==> src/rtl/uart_pkg.sv <==
// rtl/uart_pkg.sv - shared data width and transmit controller state encoding
package uart_pkg;

  localparam int UART_DATA_W = 8;

  typedef enum logic [1:0] {
    ST_IDLE = 2'd0,
    ST_REQ  = 2'd1,
    ST_WAIT = 2'd2
  } tx_state_e;

endpackage

==> src/rtl/sync_fifo.sv <==
// rtl/sync_fifo.sv - synchronous FIFO with occupancy count and full/empty flags
// Read data is the combinational head entry; the consumer registers it on pop.
module sync_fifo
  import uart_pkg::*;
#(
  parameter int DEPTH  = 16,
  parameter int ADDR_W = 4,
  parameter int DATA_W = UART_DATA_W
) (
  input  logic              clk,
  input  logic              reset,
  input  logic              wr_en,
  input  logic [DATA_W-1:0] wr_data,
  input  logic              rd_en,
  output logic [DATA_W-1:0] rd_data,
  output logic [ADDR_W:0]   count,
  output logic              full,
  output logic              empty
);

  localparam logic [ADDR_W:0] FULL_CNT = (ADDR_W + 1)'(DEPTH);

  logic [DATA_W-1:0] mem_q [DEPTH];
  logic [ADDR_W-1:0] wp_q, wp_d;
  logic [ADDR_W-1:0] rp_q, rp_d;
  logic [ADDR_W:0]   count_q, count_d;
  logic              push, pop;

  assign full    = (count_q == FULL_CNT);
  assign empty   = (count_q == '0);
  assign count   = count_q;
  assign rd_data = mem_q[rp_q];

  always_comb begin
    push    = wr_en && !full;
    pop     = rd_en && !empty;
    wp_d    = push ? wp_q + ADDR_W'(1) : wp_q;
    rp_d    = pop  ? rp_q + ADDR_W'(1) : rp_q;
    count_d = count_q;
    if (push && !pop) begin
      count_d = count_q + (ADDR_W + 1)'(1);
    end else if (pop && !push) begin
      count_d = count_q - (ADDR_W + 1)'(1);
    end
  end

  // Storage carries no reset; only pointers and count define what is valid.
  always_ff @(posedge clk) begin
    if (push) begin
      mem_q[wp_q] <= wr_data;
    end
  end

  always_ff @(posedge clk) begin
    if (reset) begin
      wp_q    <= '0;
      rp_q    <= '0;
      count_q <= '0;
    end else begin
      wp_q    <= wp_d;
      rp_q    <= rp_d;
      count_q <= count_d;
    end
  end

endmodule

==> src/rtl/uart_tx_fifo_ctrl.sv <==
// rtl/uart_tx_fifo_ctrl.sv - host byte buffer and request pacing for the UART transmitter
// One request per byte; a request unanswered by tx_busy within REQ_TIMEOUT cycles drops the byte.
module uart_tx_fifo_ctrl
  import uart_pkg::*;
#(
  parameter int DEPTH       = 16,
  parameter int ADDR_W      = 4,
  parameter int REQ_TIMEOUT = 1024
) (
  input  logic                   clk,
  input  logic                   reset,
  input  logic [UART_DATA_W-1:0] wr_data,
  input  logic                   wr_valid,
  output logic                   wr_ready,
  output logic [UART_DATA_W-1:0] tx_data,
  output logic                   tx_transmit,
  input  logic                   tx_busy,
  output logic [ADDR_W:0]        fifo_count,
  output logic                   fifo_empty,
  output logic                   fifo_full,
  output logic                   overflow,
  output logic                   timeout_err
);

  localparam int CNT_W = (REQ_TIMEOUT > 2) ? $clog2(REQ_TIMEOUT) : 1;
  localparam logic [CNT_W-1:0] CNT_LAST = CNT_W'(REQ_TIMEOUT - 1);

  tx_state_e              state_q, state_d;
  logic [CNT_W-1:0]       cnt_q, cnt_d;
  logic [UART_DATA_W-1:0] tx_data_q, tx_data_d;
  logic                   overflow_q, overflow_d;
  logic                   timeout_q, timeout_d;
  logic                   pop;
  logic [UART_DATA_W-1:0] head_data;

  sync_fifo #(
    .DEPTH  (DEPTH),
    .ADDR_W (ADDR_W),
    .DATA_W (UART_DATA_W)
  ) u_fifo (
    .clk     (clk),
    .reset   (reset),
    .wr_en   (wr_valid && wr_ready),
    .wr_data (wr_data),
    .rd_en   (pop),
    .rd_data (head_data),
    .count   (fifo_count),
    .full    (fifo_full),
    .empty   (fifo_empty)
  );

  assign wr_ready    = !fifo_full;
  assign tx_data     = tx_data_q;
  assign tx_transmit = (state_q == ST_REQ);
  assign overflow    = overflow_q;
  assign timeout_err = timeout_q;

  always_comb begin
    state_d    = state_q;
    cnt_d      = cnt_q;
    tx_data_d  = tx_data_q;
    pop        = 1'b0;
    timeout_d  = 1'b0;
    overflow_d = wr_valid && fifo_full;
    case (state_q)
      ST_IDLE: begin
        // A busy transmitter may be serving another source; hold the head byte.
        if (!fifo_empty && !tx_busy) begin
          pop       = 1'b1;
          tx_data_d = head_data;
          state_d   = ST_REQ;
        end
      end
      ST_REQ: begin
        if (tx_busy) begin
          state_d = ST_WAIT;
          cnt_d   = '0;
        end else if (cnt_q == CNT_LAST) begin
          timeout_d = 1'b1;
          state_d   = ST_IDLE;
          cnt_d     = '0;
        end else begin
          cnt_d = cnt_q + CNT_W'(1);
        end
      end
      ST_WAIT: begin
        if (!tx_busy) begin
          state_d = ST_IDLE;
        end
      end
      default: state_d = ST_IDLE;
    endcase
  end

  always_ff @(posedge clk) begin
    if (reset) begin
      state_q    <= ST_IDLE;
      cnt_q      <= '0;
      tx_data_q  <= '0;
      overflow_q <= 1'b0;
      timeout_q  <= 1'b0;
    end else begin
      state_q    <= state_d;
      cnt_q      <= cnt_d;
      tx_data_q  <= tx_data_d;
      overflow_q <= overflow_d;
      timeout_q  <= timeout_d;
    end
  end

endmodule

==> config.mk <==
export PLATFORM = sky130hd
export DESIGN_NAME = uart_tx_fifo_ctrl
export DESIGN_NICKNAME = d
export VERILOG_FILES = /design/src/rtl/uart_pkg.sv /design/src/rtl/sync_fifo.sv /design/src/rtl/uart_tx_fifo_ctrl.sv
export SDC_FILE = /design/constraint.sdc
export NUM_CORES = 1
export LEC_CHECK = 0
export CAP_MARGIN = 20
export CORE_ASPECT_RATIO = 0.75
export CORE_MARGIN = 5
export CORE_UTILIZATION = 60
export CTS_BUF_LIST = sky130_fd_sc_hd__clkbuf_4 sky130_fd_sc_hd__clkbuf_8 sky130_fd_sc_hd__clkbuf_16
export DETAILED_ROUTE_END_ITERATION = 10
export GPL_TIMING_DRIVEN = 0
export HOLD_SLACK_MARGIN = 0.1
export PLACE_DENSITY_LB_ADDON = 0.2
export RECOVER_POWER = 50
export SLEW_MARGIN = 10
export SYNTH_ARGS = -nofsm -noshare
export SYNTH_HDL_FRONTEND = slang
export SYNTH_SLANG_ARGS = --single-unit
==> constraint.sdc <==
create_clock -name clk -period 3.7 [get_ports clk]
set_input_delay 0.74 -clock clk [delete_from_list [all_inputs] [get_ports clk]]
set_output_delay 0.74 -clock clk [all_outputs]
set_load 0.02 [all_outputs]
==> summary.txt <==
Placed design
  – DP HPWL: 9507 um
  – IO buf count: 30
  – Global placement routability congestion: 0.8037
  – Post-DP Area: 7168 sq um

Power
  – Static Leakage: 0.002538 uW
  – Gate power share: 23.4%
  – Power share of the clock group: 34.5%
  – Register share of total power: 42.1%
  – Switching pwr: 1517 uW
  – Sw Share: 29.12%
  – Int Power: 3692 uW
  – Worst vdd ir: 0.3983 mV
  – Power density cells: 672.6 nW/um^2

Logic synthesis
  – Syn Inst Count: 448
  – Yosys cell types: 47
  – Sequential share of the synthesized area: 68.10%
  – YS warnings: 0
  – Post-synth top area cell: edfxtp_1
  – Ys async rst share: 0%
  – #FFs+latches synth: 163
  – Syn_nets: 472
  – Main flop type after synthesis: edfxtp_1
  – EDFF count, synth: 128
  – Avg Inst Size Synth: 14.89 sq um
  – Largest cells by area after synthesis: edfxtp_1 (58%), dfxtp_1 (11%), mux2i_1 (7.1%), mux4_2 (3.4%), nor2_1 (2.9%)
  – Top-area cell type share of the netlist area: 57.60%
  – Post-Synthesis Cell Area: 6673 sq um

Clocking
  – Clk slew on worst S/H paths: 70 ps
  – Num CTS Buffers: 17
  – Clock buffer depth: 2
  – CTS tree: yes
  – Setup bufs post-CTS: 0
  – Clk Latency, worst-skew pair: 420 ps
  – Hold buffer count at cts: 0
  – Post-cts sizing count: 0
  – H-tree Lvls: 4
  – Clock sinks: 163
  – Root Buffer: clkbuf_16

Timing
  – Unrepaired setup endpoints after global routing: false
  – Fmax: 296.1 MHz
  – Final setup viols: 0
  – Total negative slack: 0 ps
  – Crit share post-route: 91.27%
  – Setup Skew: 9.449 ps
  – Max Transition Viols Final: 0
  – Slew @ Worst Pin: 1028 ps
  – Max-slew headroom: 31.19%
  – Hold Slack: 498.3 ps
  – Final count of hold timing violations: 0
  – Tmin final: 3377 ps

Cells and area
  – Final instance area: 7744 sq um
  – Share of layout cells above drive strength 1: 12.94%
  – Commonest non-fill, non-tap cell in the layout: edfxtp_1
  – Commonest cells after routing, fill and taps aside: edfxtp_1 (128), nor2_1 (52), mux2i_1 (47)
  – Area of the multi-input gates: 1954 sq um
  – N_diodes: 0
  – Area Growth Syn to Fin: 16.05%
  – Register Area: 4544 sq um
  – Final net count: 521
  – Filler cell count: 734

Detailed routing
  – DRC: 0
  – Vias: 3932
  – Antenna viol nets, final: 0
  – TritonRoute pass-1 iters: 5
  – Via/cell ratio: 6.049
  – DRT iter0 DRCs: 481
  – WL per Instance: 21.79 um
  – Wirelength, routed: 14160 um

GRT
  – Largest net degree at the start of global routing: 17
  – Number of global-route vias before repair: 3898
  – Initial antenna violation count: 0
  – Global-route wire length before repair: 22340 um
  – All-Layer GR Usage: 22.46%
  – Overflow after GRT: 0

Hold path
  – Hold path start: tx_data[6]
  – Hold Path Class: reg2reg

Critical path
  – Critical Path Most Common Cell: ha_1
  – Slowest CP cell: clkdlybuf4s50_1
  – Setup CP Type: in2reg
  – CP startpoint: tx_busy
  – Critical Path RT: 4020 ps
  – CP max FO: 10
  – Worst R2R Start: u_fifo.count[0]
  – Crit-path cells: clkdlybuf4s50_1, a2111oi_4, buf_6, inv_2, ha_1, inv_1, ha_1, a21o_1, a21oi_1, mux2i_1, mux2_2
  – Largest stage delay, worst path: 560 ps
  – Crit start category: input pin
  – Worst setup EP type: register
  – Crit path DAT: 3690 ps
  – Flop-to-flop setup slack: 620 ps

Floorplan
  – # IOs: 31
  – Starting Density: 61.21%
  – Height of the die: 101.3 um
  – CORE AREA: 10900 sq um
  – Die X: 131.8 um
  – Die area: 13350 sq um
  – Site Rows: 33

Run status
  – Status: complete, no violations

Job
  – Max-cap violations: 0
## critical path, delay by kind of cell
kind	cells	cell delay, ps
fa+ha+maj	2	530
mux	2	570
compound gates	3	830
buf+inv	4	1020
## through the flow
step	utilization (%)	power, uW	instances	setup WS (ps)
5_1_grt	71.04	5426	650	124.6
2_1_floorplan	-	3047	448	828.4
3_3_place_gp	65.58	3418	618	-54.63
3_5_place_dp	65.76	3475	618	-106.3
6_report	71.04	5209	650	323.1
4_1_cts	71.41	5259	650	327.7
## area by class of cell
type	instances	area share, %
sequential	163	58.68
clock inverter	12	1.858
timing repair buffer	30	3.878
buffer	20	1.454
inverter	11	0.5332
tap	140	2.262
multi-input combinational	254	25.24
clock buffer	20	6.091
## per-layer routing
metal,vias up,track usage [%],share of wire (%)
met3,27,5.859,8.6
li1,1819,-,-
met4,0,9.407,1.9
met1,1918,32.13,44
met5,-,0,0
met2,168,33.27,45
## kinds of logic after synthesis
family	share of synthesized area, %
simple gates	8.063
mux	10.59
compound gates	6.900
flops	68.10
xor+xnor	1.444
buf+inv	2.531
fa+ha+maj	2.363
## registers in the layout, indices dropped and copies added (netlist names), 2 cells and up
name	flops
u_fifo.wp_q	4
tx_data	8
cnt_q	10
u_fifo.rp_q	4
u_fifo.mem_q	128
u_fifo.count	5
state_q	2
## cells in the mapped netlist (6+ instances only)
cell type and n:
nand2_1 17, a211oi_1 6, inv_1 9, o21ai_0 7
a21oi_1 8, edfxtp_1 128, a2111oi_1 6, o22ai_1 23
xor2_1 8, mux4_2 10, nor2_1 52, buf_2 6
dfxtp_1 35, nand3_1 9, mux2i_1 47, ha_1 11
## worst paths after layout
| check | endpoint | cells after the start |
|---|---|---|
| setup reg to reg | u_fifo.count[4] | 11 |
| setup / recovery | u_fifo.count[4] | 11 |
| hold / removal | tx_data[6] | 2 |
| hold reg to reg | tx_data[6] | 2 |
## power by group through the flow
stage / logic, uW / registers [uW] / clock network (uW)
floorplan: 762 / 2290 / 0
global placement: 1190 / 2220 / 0
detailed placement: 1240 / 2230 / 0
CTS: 1250 / 2190 / 1820
global route: 1330 / 2200 / 1900
finish: 1220 / 2190 / 1800
No activity file was read; power rests on OpenSTA's default activity.
